**src/rtl/hazard_ctrl_if.sv**
```systemverilog
// Hazard controller bus: D/E/M/W register fields in, stall and forwarding selects out.
interface hazard_ctrl_if;
  logic [4:0] rs_D;
  logic [4:0] rt_D;
  logic [1:0] Tuse_rs_D;
  logic [1:0] Tuse_rt_D;
  logic       md_D;
  logic [4:0] rs_E;
  logic [4:0] rt_E;
  logic [4:0] rt_M;
  logic [4:0] A3_E;
  logic [4:0] A3_M;
  logic [4:0] A3_W;
  logic [3:0] Tnew_E;
  logic [3:0] Tnew_M;
  logic [3:0] Tnew_W;
  logic       md_start_E;
  logic       md_type_E;

  logic        stall;
  logic [1:0]  fwd_rs_D;
  logic [1:0]  fwd_rt_D;
  logic [1:0]  fwd_rs_E;
  logic [1:0]  fwd_rt_E;
  logic        fwd_rt_M;
  logic        md_busy;
  logic        md_done;
  logic [31:0] stall_cnt;

  modport master (
    output rs_D, rt_D, Tuse_rs_D, Tuse_rt_D, md_D, rs_E, rt_E, rt_M,
           A3_E, A3_M, A3_W, Tnew_E, Tnew_M, Tnew_W, md_start_E, md_type_E,
    input  stall, fwd_rs_D, fwd_rt_D, fwd_rs_E, fwd_rt_E, fwd_rt_M,
           md_busy, md_done, stall_cnt
  );

  modport slave (
    input  rs_D, rt_D, Tuse_rs_D, Tuse_rt_D, md_D, rs_E, rt_E, rt_M,
           A3_E, A3_M, A3_W, Tnew_E, Tnew_M, Tnew_W, md_start_E, md_type_E,
    output stall, fwd_rs_D, fwd_rt_D, fwd_rs_E, fwd_rt_E, fwd_rt_M,
           md_busy, md_done, stall_cnt
  );
endinterface

```
**src/rtl/hazard_ctrl.sv**
```systemverilog
// Five-stage pipeline hazard controller: data/MDU stall, forwarding selects,
// multiply/divide busy sequencing and a saturating stall counter.
module hazard_ctrl #(
  parameter int unsigned MULT_CYCLES = 5,
  parameter int unsigned DIV_CYCLES  = 10
) (
  input logic          clk,
  input logic          reset,
  hazard_ctrl_if.slave bus
);

  localparam int unsigned MaxCycles = (DIV_CYCLES > MULT_CYCLES) ? DIV_CYCLES : MULT_CYCLES;
  localparam int unsigned CntW      = $clog2(MaxCycles + 1);
  localparam logic [CntW-1:0] MultLen = CntW'(MULT_CYCLES);
  localparam logic [CntW-1:0] DivLen  = CntW'(DIV_CYCLES);

  logic [CntW-1:0] r_cnt;
  logic [31:0]     r_stall_cnt;

  logic w_stall_rs;
  logic w_stall_rt;
  logic w_stall_md;
  logic w_stall;
  logic w_md_busy;

  assign w_md_busy = (r_cnt != '0);

  // Widen Tuse to Tnew's width so the compare is unsigned and width-matched.
  assign w_stall_rs = (bus.rs_D != 5'd0) &&
                      (((bus.rs_D == bus.A3_E) && (bus.Tnew_E > {2'b00, bus.Tuse_rs_D})) ||
                       ((bus.rs_D == bus.A3_M) && (bus.Tnew_M > {2'b00, bus.Tuse_rs_D})));
  assign w_stall_rt = (bus.rt_D != 5'd0) &&
                      (((bus.rt_D == bus.A3_E) && (bus.Tnew_E > {2'b00, bus.Tuse_rt_D})) ||
                       ((bus.rt_D == bus.A3_M) && (bus.Tnew_M > {2'b00, bus.Tuse_rt_D})));
  assign w_stall_md = bus.md_D && (w_md_busy || bus.md_start_E);
  assign w_stall    = w_stall_rs || w_stall_rt || w_stall_md;

  always_comb begin
    bus.fwd_rs_D = 2'd0;
    if (bus.rs_D != 5'd0) begin
      if ((bus.A3_E == bus.rs_D) && (bus.Tnew_E == 4'd0))      bus.fwd_rs_D = 2'd3;
      else if ((bus.A3_M == bus.rs_D) && (bus.Tnew_M == 4'd0)) bus.fwd_rs_D = 2'd2;
      else if ((bus.A3_W == bus.rs_D) && (bus.Tnew_W == 4'd0)) bus.fwd_rs_D = 2'd1;
    end

    bus.fwd_rt_D = 2'd0;
    if (bus.rt_D != 5'd0) begin
      if ((bus.A3_E == bus.rt_D) && (bus.Tnew_E == 4'd0))      bus.fwd_rt_D = 2'd3;
      else if ((bus.A3_M == bus.rt_D) && (bus.Tnew_M == 4'd0)) bus.fwd_rt_D = 2'd2;
      else if ((bus.A3_W == bus.rt_D) && (bus.Tnew_W == 4'd0)) bus.fwd_rt_D = 2'd1;
    end

    bus.fwd_rs_E = 2'd0;
    if (bus.rs_E != 5'd0) begin
      if ((bus.A3_M == bus.rs_E) && (bus.Tnew_M == 4'd0))      bus.fwd_rs_E = 2'd2;
      else if ((bus.A3_W == bus.rs_E) && (bus.Tnew_W == 4'd0)) bus.fwd_rs_E = 2'd1;
    end

    bus.fwd_rt_E = 2'd0;
    if (bus.rt_E != 5'd0) begin
      if ((bus.A3_M == bus.rt_E) && (bus.Tnew_M == 4'd0))      bus.fwd_rt_E = 2'd2;
      else if ((bus.A3_W == bus.rt_E) && (bus.Tnew_W == 4'd0)) bus.fwd_rt_E = 2'd1;
    end

    bus.fwd_rt_M = (bus.rt_M != 5'd0) && (bus.A3_W == bus.rt_M) && (bus.Tnew_W == 4'd0);
  end

  // A start while busy simply reloads; the MDU stall keeps that out of normal flow.
  always_ff @(posedge clk) begin
    if (!reset) begin
      r_cnt <= '0;
    end else if (bus.md_start_E) begin
      r_cnt <= bus.md_type_E ? DivLen : MultLen;
    end else if (r_cnt != '0) begin
      r_cnt <= r_cnt - 1'b1;
    end
  end

  always_ff @(posedge clk) begin
    if (!reset) begin
      r_stall_cnt <= 32'd0;
    end else if (w_stall && (r_stall_cnt != 32'hFFFF_FFFF)) begin
      r_stall_cnt <= r_stall_cnt + 32'd1;
    end
  end

  assign bus.stall     = w_stall;
  assign bus.md_busy   = w_md_busy;
  assign bus.md_done   = (r_cnt == CntW'(1));
  assign bus.stall_cnt = r_stall_cnt;

endmodule

```
**src/flat_wrapper.sv**
```systemverilog
// flat-port wrapper written by rule: the top's interface ports become plain ports
module hazard_ctrl_flat 
#(
  parameter int unsigned MULT_CYCLES = 5,
  parameter int unsigned DIV_CYCLES  = 10
)
  (clk, reset, bus_rs_D, bus_rt_D, bus_Tuse_rs_D, bus_Tuse_rt_D, bus_md_D, bus_rs_E, bus_rt_E, bus_rt_M, bus_A3_E, bus_A3_M, bus_A3_W, bus_Tnew_E, bus_Tnew_M, bus_Tnew_W, bus_md_start_E, bus_md_type_E, bus_stall, bus_fwd_rs_D, bus_fwd_rt_D, bus_fwd_rs_E, bus_fwd_rt_E, bus_fwd_rt_M, bus_md_busy, bus_md_done, bus_stall_cnt);
  hazard_ctrl_if bus_i ();
  input logic clk;
  input logic reset;
  input wire logic [$bits(bus_i.rs_D)-1:0] bus_rs_D;
  input wire logic [$bits(bus_i.rt_D)-1:0] bus_rt_D;
  input wire logic [$bits(bus_i.Tuse_rs_D)-1:0] bus_Tuse_rs_D;
  input wire logic [$bits(bus_i.Tuse_rt_D)-1:0] bus_Tuse_rt_D;
  input wire logic [$bits(bus_i.md_D)-1:0] bus_md_D;
  input wire logic [$bits(bus_i.rs_E)-1:0] bus_rs_E;
  input wire logic [$bits(bus_i.rt_E)-1:0] bus_rt_E;
  input wire logic [$bits(bus_i.rt_M)-1:0] bus_rt_M;
  input wire logic [$bits(bus_i.A3_E)-1:0] bus_A3_E;
  input wire logic [$bits(bus_i.A3_M)-1:0] bus_A3_M;
  input wire logic [$bits(bus_i.A3_W)-1:0] bus_A3_W;
  input wire logic [$bits(bus_i.Tnew_E)-1:0] bus_Tnew_E;
  input wire logic [$bits(bus_i.Tnew_M)-1:0] bus_Tnew_M;
  input wire logic [$bits(bus_i.Tnew_W)-1:0] bus_Tnew_W;
  input wire logic [$bits(bus_i.md_start_E)-1:0] bus_md_start_E;
  input wire logic [$bits(bus_i.md_type_E)-1:0] bus_md_type_E;
  output wire logic [$bits(bus_i.stall)-1:0] bus_stall;
  output wire logic [$bits(bus_i.fwd_rs_D)-1:0] bus_fwd_rs_D;
  output wire logic [$bits(bus_i.fwd_rt_D)-1:0] bus_fwd_rt_D;
  output wire logic [$bits(bus_i.fwd_rs_E)-1:0] bus_fwd_rs_E;
  output wire logic [$bits(bus_i.fwd_rt_E)-1:0] bus_fwd_rt_E;
  output wire logic [$bits(bus_i.fwd_rt_M)-1:0] bus_fwd_rt_M;
  output wire logic [$bits(bus_i.md_busy)-1:0] bus_md_busy;
  output wire logic [$bits(bus_i.md_done)-1:0] bus_md_done;
  output wire logic [$bits(bus_i.stall_cnt)-1:0] bus_stall_cnt;
  assign bus_i.rs_D = bus_rs_D;
  assign bus_i.rt_D = bus_rt_D;
  assign bus_i.Tuse_rs_D = bus_Tuse_rs_D;
  assign bus_i.Tuse_rt_D = bus_Tuse_rt_D;
  assign bus_i.md_D = bus_md_D;
  assign bus_i.rs_E = bus_rs_E;
  assign bus_i.rt_E = bus_rt_E;
  assign bus_i.rt_M = bus_rt_M;
  assign bus_i.A3_E = bus_A3_E;
  assign bus_i.A3_M = bus_A3_M;
  assign bus_i.A3_W = bus_A3_W;
  assign bus_i.Tnew_E = bus_Tnew_E;
  assign bus_i.Tnew_M = bus_Tnew_M;
  assign bus_i.Tnew_W = bus_Tnew_W;
  assign bus_i.md_start_E = bus_md_start_E;
  assign bus_i.md_type_E = bus_md_type_E;
  assign bus_stall = bus_i.stall;
  assign bus_fwd_rs_D = bus_i.fwd_rs_D;
  assign bus_fwd_rt_D = bus_i.fwd_rt_D;
  assign bus_fwd_rs_E = bus_i.fwd_rs_E;
  assign bus_fwd_rt_E = bus_i.fwd_rt_E;
  assign bus_fwd_rt_M = bus_i.fwd_rt_M;
  assign bus_md_busy = bus_i.md_busy;
  assign bus_md_done = bus_i.md_done;
  assign bus_stall_cnt = bus_i.stall_cnt;
  hazard_ctrl #(.MULT_CYCLES(MULT_CYCLES), .DIV_CYCLES(DIV_CYCLES)) u_core (.clk(clk), .reset(reset), .bus(bus_i));
endmodule
```
**config.mk**
```make
export PLATFORM = sky130hd
export DESIGN_NAME = hazard_ctrl_flat
export DESIGN_NICKNAME = d
export VERILOG_FILES = /design/src/rtl/hazard_ctrl_if.sv /design/src/rtl/hazard_ctrl.sv /design/src/flat_wrapper.sv
export SDC_FILE = /design/constraint.sdc
export NUM_CORES = 1
export LEC_CHECK = 0
export CAP_MARGIN = 20
export CORE_AREA = 2 2 89 91
export DETAILED_ROUTE_END_ITERATION = 10
export DIE_AREA = 0 0 91 93
export GPL_ROUTABILITY_DRIVEN = 0
export HOLD_SLACK_MARGIN = 0.08
export PLACE_DENSITY_LB_ADDON = 0.25
export SLEW_MARGIN = 15
export SYNTH_ARGS = -nofsm -noshare
export SYNTH_HDL_FRONTEND = slang
export SYNTH_SLANG_ARGS = --single-unit
```
**constraint.sdc**
```tcl
create_clock -name clk -period 2.47 [get_ports clk]
set_input_delay 0.494 -clock clk [delete_from_list [all_inputs] [get_ports clk]]
set_output_delay 0.494 -clock clk [all_outputs]
set_load 0.05 [all_outputs]
```
; ---- After elaboration in Yosys (flattened, before gate mapping)
; Cells that the tools add are included.
[word_totals]
register_bits = 36
inputBits = 61
out_inout_bits = 44
wordCells = 77
[op_classes]
add_sub_neg = 2
magnitude_cmp = 4
eq_ne = 17
mux = 17
reduce_logical = 35
[op_table]
columns = operator, count
row1 = == test 5 bit, 15
row2 = "adder 32 x 1 -> 32 bit, second input constant", 1
row3 = "!= test 32 bit, second input constant", 1
row4 = nonzero test 5 bit, 5
row5 = logical AND 1 bit, 20
row6 = 2-to-1 mux 2 bit, 10
row7 = greater-than comparator 4 x 2 -> 1 bit, 4
row8 = logical NOT 4 bit, 3
row9 = 2-to-1 mux 4 bit, 3
row10 = logical OR 1 bit, 5
row11 = "== test 4 x 1 -> 1 bit, second input constant", 1
row12 = 2-to-1 mux 1 bit, 4
row13 = nonzero test 4 bit, 1
row14 = "subtractor 4 x 1 -> 4 bit, second input constant", 1
row15 = nonzero test 2 bit, 1

; ---- Longest topological paths before layout
; Gate-level depths: netlist (run 1).
[depth]
word_depth = 7
mapped_depth = 11
depth_no_buf = 9

; ---- Worst setup path after synthesis (run 1)
; OpenSTA, ideal clock, no wires.
[synth_path]
path_kind = input to output
start = input port bus_Tnew_M[0]
end = output port bus_fwd_rs_E[1]
t_arrival_ns = 2.397
required_time_ns = 1.976
path_slack_ns = -0.421
cell_stages = 4
n_path_buf = 0
cell_sequence = nor4_1 nand4_1 nor3_1 a21boi_0
[synth_via]
elab_chain_len = 4
[synth_rtl]
columns = element, line
row1 = start: declaration, flat_wrapper.sv:23  ; input wire logic [$bits(bus_i.Tnew_M)-1:0] bus_Tnew_M;
row2 = logical NOT 4 bit, hazard_ctrl.sv:55  ; if ((bus.A3_M == bus.rs_E) && (bus.Tnew_M == 4'd0)) bus.fwd_rs_E = 2'd2;
row3 = logical AND 1 bit, hazard_ctrl.sv:55
row4 = 2-to-1 mux 2 bit, hazard_ctrl.sv:55
row5 = 2-to-1 mux 2 bit, hazard_ctrl.sv:54  ; if (bus.rs_E != 5'd0) begin
row6 = end: declaration, flat_wrapper.sv:30  ; output wire logic [$bits(bus_i.fwd_rs_E)-1:0] bus_fwd_rs_E;
; Every way passes these cells.

; ---- Worst setup path after layout (run 1)
[layout_path]
start = input port bus_A3_E[1]
end = output port bus_stall
[layout_via]
elab_chain_len = 6
elab_cells_between_ends = 10
[layout_rtl]
columns = element, line
row1 = start: declaration, flat_wrapper.sv:19  ; input wire logic [$bits(bus_i.A3_E)-1:0] bus_A3_E;
row2 = == test 5 bit (on tied branches), "hazard_ctrl.sv:30, hazard_ctrl.sv:33"
row3 = logical AND 1 bit (on tied branches), "hazard_ctrl.sv:30, hazard_ctrl.sv:33"
row4 = logical OR 1 bit (on tied branches), "hazard_ctrl.sv:30, hazard_ctrl.sv:33"
row5 = logical AND 1 bit (on tied branches), "hazard_ctrl.sv:29, hazard_ctrl.sv:32"
row6 = logical OR 1 bit * (2 in series), hazard_ctrl.sv:36  ; assign w_stall = w_stall_rs || w_stall_rt || w_stall_md;
row7 = end: declaration, flat_wrapper.sv:27  ; output wire logic [$bits(bus_i.stall)-1:0] bus_stall;
; Every way passes the cells marked *; elsewhere a longest branch is shown, timed or not.

==> flow_summary.json, run 1 <==
{
  "outcome": "complete, but fails checks",
  "violations": "setup timing",
  "num_vias": 3583,
  "drive_above_1_share_pct": 34.1,
  "grt_pass1_wl_um": 16000,
  "clock_latency_ns": 0.29,
  "r2r_slack_ns": 0.24,
  "crit_arrival_ns": 2.12,
  "coreArea_um2": 7530,
  "min_from": "u_core.bus.stall_cnt[29]",
  "n_fill_cell": 597,
  "path_clk_slew_ns": 0.07,
  "portBuffers": 104,
  "period_needed_ns": 2.61,
  "tightestPinTransition_ns": 0.583,
  "cts.sink_count": 36,
  "synth-async-reset-ratio_pct": 0,
  "cp_max_fo": 2,
  "cts-hold-fix-buffers": 0,
  "ant_nets": 0,
  "ys_seq_elements": 36,
  "fin_crit_sh_pct": 106,
  "hold_violations": 0,
  "syn_inst": 388,
  "hold_class": "register to register",
  "rsz0062_at_grt": "yes",
  "startpoint_type": "input pin",
  "hold_path_depth": 2,
  "routed_wl_um": 10300,
  "dieHeight_um": 93,
  "yosys.area.top_type": "dfxtp_1",
  "dr.pass1.iters": 4,
  "drv_cap": 0,
  "wl_met1_um": 4260,
  "slowest_delay_ns": 0.38,
  "fmax_ghz": 0.383,
  "drcViolationCount": 0,
  "ff2ff_path_depth": 7,
  "criticalPathCategory": "input pin to output port",
  "path_buf_inv": 5,
  "ys_top_cells_by_area": "dfxtp_1 24%, xnor2_1 10%, or4_1 5.6%",
  "start_util_pct": 40.7,
  "synth_edf_count": 0,
  "grt_pass1_vias": 3515,
  "r2r_start": "u_core.bus.stall_cnt[12]",
  "netlist_area_um2": 3060,
  "ys_seq_area_share_pct": 23.5,
  "ir_drop_mv": 0.216,
  "worst_slack_ns": -0.140,
  "finalMaxSlewViolations": 0,
  "die_area_um2": 8460,
  "finalNetCount": 615,
  "top_level_ports": 105,
  "ys.flop_type": "dfxtp_1",
  "grt.overflow.total": 0,
  "utilization_pct": 69.9,
  "dpl.hpwl_um": 7220,
  "maxSlewHeadroom_pct": 61.0,
  "pwr_density_cell_nw_per_um2": 337,
  "worst_r2r_endpoint": "u_core.bus.stall_cnt[26]",
  "syn-num-nets": 461,
  "maxUsedRoutingLayer": "met4",
  "finalSetupViolations": 18,
  "yosysWarnings": 0,
  "wl_per_cell_um": 16.0,
  "met3_length_um": 459,
  "hold_end": "u_core.bus.stall_cnt[29]",
  "dp_slack_ns": -0.710,
  "synth_cell_types": 51,
  "fp.dieW_um": 91,
  "required_ns": 1.98,
  "antenna_found_initial": 0,
  "crit_chain": "dlygate4sd2_1 > buf_4 > xor2_1 > a2111oi_2 > o22ai_2 > o211a_1 > buf_6 > clkinvlp_4 > buf_8",
  "netlist.area_leader.share_pct": 23.5,
  "cp-end-kind": "output port",
  "clock_path_buffers": 2,
  "skew_ns": 0.00963,
  "wl_met2_um": 5310,
  "ctsHtreeMaxLevel": 2,
  "path_delay_family": "buffers and inverters",
  "track_usage_pct": 22.8,
  "avgSynthCellArea_um2": 7.89,
  "cts_made_buffers": 5,
  "p_leak_nw": 1.96,
  "crit_slowest_cell": "a2111oi_2",
  "diodes": 0,
  "grt_max_degree": 28,
  "dr.first_iter.drc_count": 152,
  "area_delta_synth_final_pct": 71.9,
  "cts_tree": "done",
  "num_rows": 32,
  "viasPerCell": 5.56,
  "root_buffer": "clkbuf_8"
}
==> through the flow <==
stage	instances	hold WS (ns)	total power, W	instance area [µm²]	setup TNS, ns
after CTS	643	0.493	0.00172	5050	-0.0714
final	645	0.501	0.00177	5260	-0.423
after detailed placement	630	0.482	0.00116	4660	-24.25
after global placement	630	0.463	0.00114	4660	-22.25
after floorplan	388	0.573	0.000903	3140	-0.113
after global routing	645	0.514	0.00186	5260	-1.64
==> repair_timing <==
item / in CTS / in global routing
gates resized for setup: 147 / 61
buffers inserted: 5 / 2
hold endpoints to repair: 0 / 0
endpoints found under the setup margin: 42 / 39
pin swaps: 36 / 43
==> placed cells by master, fill, tap and decap left out, drive strengths merged, types with 10 or more instances in the layout <==
master	netlist	routed
buf	12	92
clkdlybuf4s50	0	48
dfxtp	36	36
xnor2	36	36
a21oi	33	33
nand2	29	29
or4	24	24
nand3	23	23
xor2	18	18
o31ai	18	18
nor2	18	18
nor3	18	18
dlygate4sd2	0	14
nand4	12	12
nand2b	12	12
ha	12	12
o21ai	11	11
clkbuf	11	10
==> worst max-delay path by stage <==
| stage | start | to | slack [ns] | depth (start not counted) |
|---|---|---|---|---|
| floorplan | bus_Tnew_M[0] | bus_fwd_rs_E[1] | -0.11 | 4 |
| detailed placement | bus_Tuse_rt_D[1] | u_core.bus.stall_cnt[16] | -0.71 | 11 |
| global route | bus_A3_E[1] | bus_stall | -0.18 | 9 |
| CTS | bus_Tuse_rt_D[1] | bus_stall | -0.07 | 11 |
| global placement | bus_Tuse_rt_D[1] | u_core.bus.stall_cnt[29] | -0.65 | 11 |
| finish | bus_A3_E[1] | bus_stall | -0.14 | 9 |
==> cell usage after synthesis (all sizes together), types with 4 or more instances <==
cell type and n:
buf 12, nor2b 4, dfxtp 36, nand3 23, ha 12, nor3 18, nand2b 12, nand2 29
and3 7, xor2 18, nand4 12, o31ai 18, or4 24, nor4 6, o21ai 11, inv 7
mux2i 5, clkbuf 11, a21oi 33, or3 6, nor2 18, xnor2 36
==> state kept, by name, summed over array words and instances, names as in the netlist <==
name	cells
u_core.bus.stall_cnt	32
u_core.r_cnt	4
==> layer usage <==
layer | vias to the layer above | GRT usage, %
li1 | 1738 | -
met1 | 1697 | 25.5
met2 | 122 | 42.7
met3 | 26 | 3.63
met4 | 0 | 9.97
met5 | - | 0
==> kinds of logic (layout without fill, tap and decap cells) <==
family / count (synthesis) / in the layout / synth area share (%)
and+or+nand+nor: 169 / 169 / 31.6
AOI/OAI and AO/OA: 81 / 81 / 17.0
xor gates and xnor gates: 54 / 54 / 15.4
DFF: 36 / 36 / 23.5
buffers and inverters: 31 / 186 / 5.80
adders and majority gates: 12 / 12 / 4.90
muxes: 5 / 5 / 1.63
==> worst min-delay path, stage by stage, from the launching register on <==
cell	delay, ns
dfxtp_1	0.33
o31ai_1	0.07
a21oi_1	0.06
==> layout make-up <==
type / instances / area (µm²) / area share [%]
Sequential cell: 36 / 721 / 13.7
Timing Repair Buffer: 170 / 1640 / 31.1
Clock inverter: 2 / 35.0 / 0.666
Inverter: 8 / 41.3 / 0.784
Clock buffer: 6 / 72.6 / 1.38
Multi-Input combinational cell: 321 / 2630 / 50.0
Tap cell: 102 / 128 / 2.42
==> report_power, final <==
group          internal (W)  total (W)  leakage, nW  switching (W)
clock network      0.000300   0.000515       0.0552       0.000216
logic              0.000320   0.000654         1.61       0.000334
registers          0.000592   0.000604        0.291      0.0000122
Note: power is estimated with default switching activity, not from simulation.
==> run 2, diff against run 1 <==
--- a/config.mk
+++ b/config.mk
@@ -12,6 +12,7 @@
 export GPL_ROUTABILITY_DRIVEN = 0
 export HOLD_SLACK_MARGIN = 0.08
 export PLACE_DENSITY_LB_ADDON = 0.25
+export SKIP_CTS_REPAIR_TIMING = 1
 export SLEW_MARGIN = 15
 export SYNTH_ARGS = -nofsm -noshare
 export SYNTH_HDL_FRONTEND = slang
==> flow_summary.json, run 2 (synthesis gave the netlist of run 1 again) <==
{
  "pwr_density_cell_nw_per_um2": 331,
  "required_ns": 1.98,
  "r2r_start": "u_core.bus.stall_cnt[12]",
  "portBuffers": 104,
  "top_level_ports": 105,
  "ir_drop_mv": 0.213,
  "viasPerCell": 5.53,
  "grt_pass1_wl_um": 14700,
  "hold_violations": 0,
  "clock_latency_ns": 0.28,
  "finalMaxSlewViolations": 0,
  "finalNetCount": 613,
  "finalSetupViolations": 9,
  "rsz0062_at_grt": "yes",
  "multiInputGateArea_um2": 2570,
  "coreArea_um2": 7530,
  "dieHeight_um": 93,
  "fp.dieW_um": 91,
  "area_delta_synth_final_pct": 71.8,
  "p_leak_nw": 2.11,
  "cts.sink_count": 36,
  "crit_arrival_ns": 2.11,
  "utilization_pct": 69.9,
  "track_usage_pct": 20.6,
  "largest_reg_flops": 32,
  "root_buffer": "clkbuf_8",
  "whs_ns": 0.500,
  "num_vias": 3554,
  "diodes": 0,
  "grt_pass1_vias": 3294,
  "grt_max_degree": 28,
  "regArea_um2": 721,
  "fmax_ghz": 0.384,
  "antenna_found_initial": 0,
  "drcViolationCount": 0,
  "worst_slack_ns": -0.134,
  "hold_class": "register to register",
  "skew_ns": 0.00792,
  "cp_max_fo": 3,
  "dr.pass1.iters": 4,
  "cts_tree": "done",
  "start_util_pct": 40.7,
  "ctsHtreeMaxLevel": 2,
  "ant_nets": 0,
  "cts_made_buffers": 5,
  "dp_slack_ns": -0.710,
  "grt.overflow.total": 0,
  "tightestPinTransition_ns": 0.565,
  "n_fill_cell": 580,
  "final_common_cell": "buf_4",
  "fin_crit_sh_pct": 105,
  "dpl.hpwl_um": 7220,
  "maxSlewHeadroom_pct": 62.2,
  "wl_per_cell_um": 15.6,
  "routed_wl_um": 10000,
  "fin_cells": 643,
  "outcome": "complete, but fails checks",
  "startpoint": "bus_Tnew_E[0]",
  "period_needed_ns": 2.60,
  "min_from": "u_core.bus.stall_cnt[29]",
  "criticalPathCategory": "input pin to output port",
  "path_clk_slew_ns": 0.07,
  "dp.cells": 630,
  "layout_common_cells": "58 x buf_4, 49 x clkdlybuf4s50_1, 36 x dfxtp_1, 32 x xnor2_1, 31 x dlymetal6s2s_1",
  "cp-end-kind": "output port",
  "clock_path_buffers": 2,
  "violations": "setup timing",
  "setup_tns_ns": -0.293,
  "drive_above_1_share_pct": 31.4,
  "dr.first_iter.drc_count": 137,
  "drv_cap": 0,
  "die_area_um2": 8460,
  "num_rows": 32,
  "startpoint_type": "input pin"
}
[run 2: final cells by class]
class                           instances  share of cell area (%)
Inverter                                8                   0.785
Sequential cell                        36                    13.7
Multi-Input combinational cell        321                    48.9
Clock inverter                          2                   0.666
Timing Repair Buffer                  168                    32.2
Tap cell                              102                    2.43
Clock buffer                            6                    1.38
[run 2: report_power, final]
group / switching [W] / total [W] / internal, W
Clock: 0.000205 / 0.000505 / 0.000299
Sequential: 0.0000122 / 0.000604 / 0.000592
Combinational: 0.000325 / 0.000634 / 0.000309
Total: 0.000542 / 0.00174 / 0.00120
[run 2: final timing paths]
kind                                                  to  slack [ns]  cells after the start
worst max-delay path                           bus_stall       -0.13                     11
worst min-delay path            u_core.bus.stall_cnt[29]        0.50                      2
worst max register to register   u_core.bus.stall_cnt[5]        0.26                      8
worst min register to register  u_core.bus.stall_cnt[29]        0.50                      2
[run 2: per-stage QoR]
step / instance area, µm² / total power, W
after global placement: 4660 / 0.00114
after floorplan: 3140 / 0.000903
after detailed placement: 4660 / 0.00116
after global routing: 5260 / 0.00183
after CTS: 4770 / 0.00167
final: 5260 / 0.00174
[run 2: routing by layer]
| metal | up-vias | routed length (µm) | global-route usage, % | share of wire, % |
|---|---|---|---|---|
| met1 | 1698 | 4080 | 24.7 | 41 |
| met4 | 0 | 305 | 6.31 | 3.0 |
| met2 | 100 | 5190 | 38.1 | 52 |
| met3 | 24 | 428 | 2.98 | 4.3 |
| li1 | 1732 | - | - | - |
| met5 | - | 0 | 0 | 0 |
[run 2: worst max-delay path: stages]
cell        delay (ns)
clkbuf_2          0.11
inv_2             0.07
ha_2              0.28
nand2_2           0.07
o21ai_2           0.07
a2111oi_4         0.33
o22ai_1           0.14
o211a_1           0.18
buf_6             0.13
clkinvlp_4        0.08
buf_8             0.15
==> run 3, diff against run 2 <==
--- a/config.mk
+++ b/config.mk
@@ -12,6 +12,7 @@
 export GPL_ROUTABILITY_DRIVEN = 0
 export HOLD_SLACK_MARGIN = 0.08
 export PLACE_DENSITY_LB_ADDON = 0.25
+export SETUP_SLACK_MARGIN = 0.3
 export SKIP_CTS_REPAIR_TIMING = 1
 export SLEW_MARGIN = 15
 export SYNTH_ARGS = -nofsm -noshare
==> flow_summary.json, run 3 (synthesis gave the netlist of run 1 again) <==
{
  "path_clk_slew_ns": 0.07,
  "grt_pass1_vias": 3427,
  "hold_class": "register to register",
  "min_from": "u_core.bus.stall_cnt[8]",
  "wl_per_cell_um": 17.3,
  "r2r_slack_ns": 0.21,
  "dp_slack_ns": -0.704,
  "die_area_um2": 8460,
  "finalSetupViolations": 21,
  "skew_ns": 0.0100,
  "finalMaxSlewViolations": 0,
  "drive_above_1_share_pct": 40.7,
  "worst_r2r_endpoint": "u_core.bus.stall_cnt[6]",
  "drcViolationCount": 0,
  "final_area_um2": 5560,
  "antenna_found_initial": 0,
  "top_level_ports": 105,
  "utilization_pct": 73.8,
  "startpoint_type": "input pin",
  "grt_max_degree": 39,
  "ir_drop_mv": 0.240,
  "cp-end-kind": "output port",
  "cts.sink_count": 36,
  "criticalPathCategory": "input pin to output port",
  "cp_max_fo": 3,
  "required_ns": 1.98,
  "pwr_density_cell_nw_per_um2": 318,
  "fmax_ghz": 0.384,
  "portBuffers": 104,
  "hold_path_depth": 2,
  "coreArea_um2": 7530,
  "dpl.hpwl_um": 7480,
  "ff2ff_path_depth": 8,
  "maxSlewHeadroom_pct": 63.1,
  "viasPerCell": 5.65,
  "final_common_cell": "buf_4",
  "post_dp_cell_area_um2": 4830,
  "hold_violations": 0,
  "track_usage_pct": 22.1,
  "cts_made_buffers": 5,
  "grt_pass1_wl_um": 15700,
  "num_rows": 32,
  "fp.dieW_um": 91,
  "setup_tns_ns": -0.803,
  "root_buffer": "clkbuf_8",
  "fin_crit_sh_pct": 105,
  "dieHeight_um": 93,
  "ctsHtreeMaxLevel": 2,
  "area_delta_synth_final_pct": 81.5,
  "rsz0062_at_grt": "yes",
  "grt.overflow.total": 0,
  "cts_tree": "done",
  "finalNetCount": 618,
  "clock_path_buffers": 2,
  "outcome": "complete, but fails checks",
  "violations": "setup timing",
  "r2r_start": "u_core.bus.stall_cnt[25]",
  "crit_arrival_ns": 2.11,
  "routed_wl_um": 11200,
  "ant_nets": 0,
  "total_power_w": 0.00176,
  "diodes": 0,
  "p_leak_nw": 2.28,
  "worst_slack_ns": -0.134,
  "num_vias": 3660,
  "largest_reg_flops": 32,
  "tightestPinTransition_ns": 0.552,
  "period_needed_ns": 2.60,
  "layout_common_cells": "56 x buf_4, 38 x clkdlybuf4s50_1, 35 x dlymetal6s2s_1, 29 x nand2_1, 28 x xnor2_1",
  "dr.first_iter.drc_count": 247,
  "dr.pass1.iters": 4,
  "start_util_pct": 40.7,
  "drv_cap": 0,
  "hold_end": "u_core.bus.stall_cnt[8]",
  "clock_latency_ns": 0.28
}
[run 3: cell count changes in the layout (fill, tap and decap cells not counted), moves of 5 or more]
cell             change
a21oi_1              -9
buf_6               +11
clkdlybuf4s50_1     -11
dfxtp_1             -16
a21oi_2              +8
nor3_4               +5
dfxtp_2             +12
[run 3: stage by stage]
stage / hold WS (ns) / cells
final: 0.472 / 648
after global routing: 0.490 / 648
after CTS: 0.473 / 637
after detailed placement: 0.461 / 629
after global placement: 0.454 / 629
after floorplan: 0.567 / 388
[run 3: cell type report]
cell class              instances  area, µm²
clock inverters                 1       5.00
inverters                       8       46.3
multi-input cells             321       2760
repair buffers                173       1770
well taps                     102        128
clock buffers                   7       97.6
flip-flops and latches         36        751
fillers                       528       1970
[run 3: how the worst max path moves through the flow]
stage	endpoint	slack, ns	from	cells past startpoint
4_1_cts	bus_stall	-0.69	bus_Tuse_rt_D[1]	11
2_1_floorplan	bus_stall	0.01	bus_Tuse_rt_D[1]	10
3_5_place_dp	u_core.bus.stall_cnt[19]	-0.70	bus_Tuse_rt_D[1]	11
6_report	bus_fwd_rt_D[0]	-0.13	bus_Tnew_W[2]	6
5_1_grt	bus_stall	-0.20	bus_Tuse_rt_D[1]	11
3_3_place_gp	bus_stall	-0.69	bus_Tuse_rt_D[1]	11
[run 3: report_power, final]
part	switching [W]	internal, W
Clock	0.000210	0.000259
Sequential	0.0000121	0.000588
Combinational	0.000357	0.000338
[run 3: per-layer routing]
layer | GRT usage (%) | wire (µm) | part of all wire (%) | up-vias
met3 | 3.46 | 550 | 4.9 | 25
met4 | 2.65 | 263 | 2.3 | 0
met1 | 28.4 | 4440 | 40 | 1759
li1 | - | - | - | 1749
met5 | 0 | 0 | 0 | -
met2 | 40.3 | 5950 | 53 | 127
[run 3: worst max-delay path, stage by stage]
cell and delay [ns]:
buf_6 0.09, or4_4 0.57, nor4_2 0.27, nand4_1 0.25, a21oi_4 0.27, buf_12 0.16
